File: src/rtl/freq_meter.sv
// Gated strobe counter: counts i_strobe-high cycles over gate_cycles clock edges and reports the total with a one-cycle valid pulse.
// Define FREQ_METER_CONTINUOUS_EN for back-to-back windows. Otherwise each i_start gives one window.
module freq_meter #(
  parameter int count_width = 32,
  parameter int gate_cycles = 25000000
) (
  input  logic                   i_clk,
  input  logic                   i_rst_n,
  input  logic                   i_strobe,
  input  logic                   i_start,
  input  logic                   i_abort,
  output logic                   o_busy,
  output logic                   o_valid,
  output logic [count_width-1:0] o_count,
  output logic                   o_overflow
);

  localparam int gate_width = $clog2(gate_cycles + 1);
  localparam logic [gate_width-1:0] gate_reload = gate_width'(gate_cycles - 1);
  localparam logic [gate_width-1:0] gate_zero   = {gate_width{1'b0}};
  localparam logic [count_width-1:0] count_max  = {count_width{1'b1}};
  localparam logic [count_width-1:0] count_zero = {count_width{1'b0}};

`ifdef FREQ_METER_CONTINUOUS_EN
  localparam bit continuous = 1'b1;
`else
  localparam bit continuous = 1'b0;
`endif

  typedef enum logic [0:0] {IDLE = 1'b0, GATE = 1'b1} state_t;

  state_t                 state;
  state_t                 next_state;
  logic [gate_width-1:0]  gate_cnt;
  logic [count_width-1:0] acc;
  logic                   sat;
  logic                   launch;
  logic                   final_edge;
  logic [count_width:0]   sum_wide;
  logic [count_width-1:0] sum_sat;
  logic                   sat_next;

  // Saturating add of the current strobe; a carry out means an event was lost.
  always_comb begin
    sum_wide = {1'b0, acc} + {{count_width{1'b0}}, i_strobe};
    sat_next = sat | sum_wide[count_width];
    if (sum_wide[count_width]) begin
      sum_sat = count_max;
    end else begin
      sum_sat = sum_wide[count_width-1:0];
    end
  end

  // State register.
  always_ff @(posedge i_clk or negedge i_rst_n) begin
    if (!i_rst_n) begin
      state <= IDLE;
    end else begin
      state <= next_state;
    end
  end

  // Next-state logic; abort takes priority over both start and window completion.
  always_comb begin
    next_state = state;
    case (state)
      IDLE: begin
        if (i_start && !i_abort) begin
          next_state = GATE;
        end else begin
          next_state = IDLE;
        end
      end
      GATE: begin
        if (i_abort) begin
          next_state = IDLE;
        end else if (gate_cnt == gate_zero && !continuous) begin
          next_state = IDLE;
        end else begin
          next_state = GATE;
        end
      end
      default: next_state = IDLE;
    endcase
  end

  // Decoded controls for the datapath plus the busy output.
  always_comb begin
    launch     = (state == IDLE) && i_start && !i_abort;
    final_edge = (state == GATE) && !i_abort && (gate_cnt == gate_zero);
    o_busy     = (state == GATE);
  end

  // Gate counter, accumulator and result registers.
  always_ff @(posedge i_clk or negedge i_rst_n) begin
    if (!i_rst_n) begin
      gate_cnt   <= gate_zero;
      acc        <= count_zero;
      sat        <= 1'b0;
      o_valid    <= 1'b0;
      o_count    <= count_zero;
      o_overflow <= 1'b0;
    end else begin
      o_valid <= 1'b0;
      if (launch) begin
        gate_cnt <= gate_reload;
        acc      <= count_zero;
        sat      <= 1'b0;
      end else if (state == GATE && i_abort) begin
        gate_cnt <= gate_zero;
        acc      <= count_zero;
        sat      <= 1'b0;
      end else if (final_edge) begin
        o_count    <= sum_sat;
        o_overflow <= sat_next;
        o_valid    <= 1'b1;
        gate_cnt   <= continuous ? gate_reload : gate_zero;
        acc        <= count_zero;
        sat        <= 1'b0;
      end else if (state == GATE) begin
        gate_cnt <= gate_cnt - gate_width'(1);
        acc      <= sum_sat;
        sat      <= sat_next;
      end else begin
        gate_cnt <= gate_cnt;
        acc      <= acc;
        sat      <= sat;
      end
    end
  end

endmodule

File: config.mk
export PLATFORM = sky130hd
export DESIGN_NAME = freq_meter
export DESIGN_NICKNAME = d
export VERILOG_FILES = /design/src/rtl/freq_meter.sv
export SDC_FILE = /design/constraint.sdc
export NUM_CORES = 1
export LEC_CHECK = 0
export ABC_AREA = 1
export CAP_MARGIN = 20
export CORE_MARGIN = 2
export CORE_UTILIZATION = 55
export CTS_CLUSTER_SIZE = 20
export DETAILED_ROUTE_END_ITERATION = 8
export GPL_ROUTABILITY_DRIVEN = 0
export PLACE_DENSITY = 0.76
export SLEW_MARGIN = 20
export SYNTH_ARGS = -nofsm -noshare
export SYNTH_HDL_FRONTEND = slang
export SYNTH_SLANG_ARGS = --single-unit
File: constraint.sdc
create_clock -name i_clk -period 4 [get_ports i_clk]
set_input_delay 0.8 -clock i_clk [delete_from_list [all_inputs] [get_ports i_clk]]
set_output_delay 0.8 -clock i_clk [all_outputs]
set_load 0.005 [all_outputs]
* Word-level counts from Yosys, hierarchy flattened *
Cells that the tools add are included.
Widths: inputs -> output; s select.

word-level totals
  bits in latches = 0
  RAM bits = 0
  memories kept = 0
  register bits = 93
  bits of input ports = 5
  ROM bits = 0

operators by class
  add/sub/neg operators = 2
  div/mod/pow operators = 0
  $mul = 0
  reduce and logical (&&, ||, !) cells = 10
  bitwise gates (word level) = 4
  magnitude comparators = 0
  mux-type cells = 20
  eq/ne operators = 0
  shift-type cells = 0

operators by type and width
  operator               number
  $mux 32                5
  $mux 25                4
  $add 32x1->33          1
  $logic_not 25->1       1
  $sub 25x1->25 const B  1
  $mux 1                 10
  $logic_and 1x1->1      6
  $reduce_bool 4->1      1
  $not 1->1              3
  $reduce_and 3->1       1
  $pmux 1 s2             1
  $logic_not 1->1        1
  $or 1x1->1             1

* Longest topological paths before layout *
  depth after elaboration = 6
  depth in mapped cells = 11

* Worst setup path before layout *
No wires, ideal clock.

  kind = input-to-reg
  from = input i_strobe
  to = register acc[20]
  path slack = 1.883 ns
  setup time = 0.117 ns
  arrival time = 2.000 ns
  buffers on the path = 0
  stages on the path = 9
  cells stage by stage = ha_1 -> ha_1 -> nand2_2 -> nor2_1 -> nand3_1 -> o21ai_0 -> nand3_2 -> nand2_1 -> nand2_1

on the way
  word-level cells in the longest chain between the ends = 6

ends and longest elaborated chain
  item                    RTL line  RTL
  start: declaration      9         input logic i_strobe,
  $add 32x1->33           45        sum_wide = {1'b0, acc} + {{count_width{1'b0}}, i_strobe};
  $mux 32                 47        if (sum_wide[count_width]) begin
  $mux 32                 120       end else if (state == GATE) begin
  $mux 32                 113       end else if (final_edge) begin
  $mux 32                 109       end else if (state == GATE && i_abort) begin
  $mux 32                 105       if (launch) begin
  end signal: assignment  107       acc <= count_zero;
  end signal: assignment  111       acc <= count_zero;
  end signal: assignment  122       acc <= sum_sat;
  end: declaration        35        logic [count_width-1:0] acc;

No other way between the ends. The select of a mux whose other input is x is not followed.
A chain may end at the register's enable or synchronous reset.

* Final worst setup path *
  from = input i_strobe
  to = register acc[8]

The elaborated chain is that of the path after synthesis.

==> impl_metrics.csv <==
group,metric,value,unit
clocking,cts_root_buf,"clkbuf_8",
finish,multi_input_area,2758,µm²
logic_synthesis,avgSynthCellArea,7.098,µm²
critical_path,crit_fanout,33,
sta,hold_viol_final,0,
critical_path,end_kind,"register",
logic_synthesis,synth_largest_area_cell,"dfrtp_1",
critical_path,rr_startpoint,"gate_cnt[0]",
clocking,cts_htree_levels,3,
sta,tightestPinTransition,772.8,ps
floorplanning,ios,40,
critical_path,path_cells,"clkdlybuf4s50_1, ha_1, ha_1, nand2_2, nor2_4, nand2_4, nor2_4, nand3_4, o21ai_0, nand2_1, o21ai_0",
drt,drt-total-wl,13.14,mm
drt,drc,0,
critical_path,reg2reg_to,"gate_cnt[15]",
logic_synthesis,ys.flop_type,"dfrtp_1",
finish,nets,808,
grt,grtUsageTotal,0.2678,
drt,drt.antenna.violating_nets,0,
placement,io_buffers,39,
logic_synthesis,synth_edf_count,0,
critical_path,arrival,3030,ps
finish,seqCellArea,2327,µm²
drt,wire_per_inst,14.02,µm
floorplanning,die_h,103.4,µm
drt,vias,4998,
grt,antenna_found_initial,0,
logic_synthesis,synthTopCellsByCount,"344 x nand2_1, 96 x nor2_1, 93 x dfrtp_1, 54 x inv_1, 32 x nand3_1",
power_and_ir_drop,powerDensity,336.6,nW/µm²
clocking,cts_resized,0,
grt,grt_max_degree,41,
grt,grt.overflow.total,0,
sta,worst_slack,1263,ps
power_and_ir_drop,ir_drop,219.9,µV
placement,dp_hpwl,9.462,mm
drt,via_per_inst,5.334,
grt,grt_pass1_vias,4782,
sta,drv_slew,0,
power_and_ir_drop,swShare,0.2976,
floorplanning,die-area,10680,µm²
status,status,"completed",
critical_path,r2r_cells,9,
floorplanning,core_area,9684,µm²
power_and_ir_drop,power.leakage,0.003047,µW
logic_synthesis,synth.distinct_cells,28,
finish,fin_area,6105,µm²
logic_synthesis,synth_nets,774,
sta,period_needed,2737,ps
placement,pre_cts_slack,862.2,ps
clocking,cts_tree,"done",
sta,holdWs,362.4,ps
power_and_ir_drop,seqPwrFrac,0.510,
clocking,cts.sinks,93,
logic_synthesis,netlist_area,5430,µm²
clocking,numCtsBuffers,9,
logic_synthesis,yosys_warnings,0,
floorplanning,die_w,103.4,µm
finish,final.fill_count,867,
finish,fin_cells,937,
power_and_ir_drop,p_clk_frac,0.346,
sta,slew_headroom,0.4841,
power_and_ir_drop,p_sw,611.6,µW
clocking,clock_latency,380,ps
floorplanning,start_util,0.5607,
placement,place_area,5883,µm²
sta,fin_tns_setup,0,ps
sta,final.period_utilization,0.6843,
clocking,max-clock-path-buffers,2,
clocking,postCtsHoldBufs,0,
logic_synthesis,yosys.area.top_type_share,0.4286,
power_and_ir_drop,comb_power_share,0.144,
critical_path,cp.required,4300,ps
critical_path,critical_path_class,"in -> reg",
sta,max_clock_freq,365.3,MHz
logic_synthesis,synth_area_leaders,"dfrtp_1 43%, nand2_1 24%, nor2_1 6.6%",
finish,areaGrowthSynthToFinish,12.42,%
sta,setup_viol,0,
critical_path,slowest_delay,470,ps
run,maxCapViolations,0,
drt,first_iter_violations,299,
logic_synthesis,ys_seq_elements,93,
logic_synthesis,syn_inst,765,
logic_synthesis,async_flop_share,1.000,
min_path,hold_path_class,"in -> async",
critical_path,critical_path.slowest_cell,"clkdlybuf4s50_1",
clocking,post-cts-setup-buffers,0,
finish,diodes,0,
sta,rsz0062_at_grt,"no",
critical_path,ff2ff_setup_slack,1700,ps
power_and_ir_drop,p_int,1443,µW
logic_synthesis,synth.most_common_cell,"nand2_1",
critical_path,startpoint_type,"primary input",
floorplanning,row_count,36,
sta,finalClockSkew,14.11,ps
logic_synthesis,yosysSeqAreaShare,0.4286,
clocking,clk_pin_slew,100,ps
placement,dp.cells,921,
grt,grt_pass1_wl,22.12,mm
finish,layout-drive-gt1-share,0.08458,
drt,dr.pass1.iters,5,
==> per-stage QoR <==
step | total power, µW | util
finish | 2055 | 0.6304
global route | 2163 | 0.6304
CTS | 2069 | 0.6304
detailed placement | 1360 | 0.6075
global placement | 1347 | 0.6075
floorplan | 1273 | -
==> worst max-delay path by stage <==
stage                        start    endpoint  slack, ps  depth (start not counted)
after detailed placement  i_strobe      acc[8]        860                         11
after global placement    i_strobe      acc[8]        920                         11
after CTS                 i_strobe      acc[6]       1260                         11
final                     i_strobe      acc[8]       1260                         11
after floorplan           i_strobe     acc[20]       1880                          9
after global routing      i_strobe  o_count[8]       1070                         11
==> logic make-up (layout without fill, tap and decap cells) <==
logic type	count (synthesis)	after routing	synth area share
DFF	93	93	0.4286
adders and majority gates	4	4	0.009217
and+or+nand+nor	532	532	0.4286
buffers and inverters	78	117	0.06359
AOI/OAI and AO/OA	42	42	0.04424
xor gates and xnor gates	16	16	0.02581
==> flip-flops by register name (all words and copies together), names as in the netlist <==
signal / cells
acc: 32
sat: 1
o_count: 32
o_valid: 1
o_overflow: 1
gate_cnt: 25
o_busy: 1
==> power groups by stage <==
stage / Clock [µW] / Combinational (µW) / Sequential, µW
finish: 710 / 296 / 1050
global route: 762 / 345 / 1060
CTS: 725 / 297 / 1050
detailed placement: 0 / 296 / 1060
global placement: 0 / 286 / 1060
floorplan: 0 / 223 / 1050
==> critical path: cells and delay by family <==
kind | cells | cell delay (ps)
and+or+nand+nor | 6 | 940
buffers and inverters | 1 | 470
adders and majority gates | 2 | 430
AOI/OAI and AO/OA | 2 | 370
==> routing by layer <==
layer  up-vias  routed length [µm]  global-route usage
met2       137                6615              0.4645
met5         -                   0                   0
met1      2394                5603              0.3310
met3        28                 594             0.04167
li1       2439                   -                   -
met4         0                 326              0.1154
==> final cells by class <==
type | instances | share of cell area
well taps | 133 | 0.02726
clock inverters | 7 | 0.01599
multi-input cells | 594 | 0.4517
repair buffers | 42 | 0.06723
inverters | 59 | 0.03628
flip-flops and latches | 93 | 0.3812
clock buffers | 9 | 0.02029
==> cell usage in the layout (no fill, tap or decap), drive strengths merged, types with 5 or more instances in the layout <==
cell,count
dfrtp,93
o21bai,7
clkdlybuf4s50,38
xor2,12
clkbuf,9
o211ai,5
a21oi,7
nand4,6
inv,61
o21ai,23
nor2,111
nand3,54
nand3b,11
nand2,349
No activity file was read; power rests on OpenSTA's default activity.
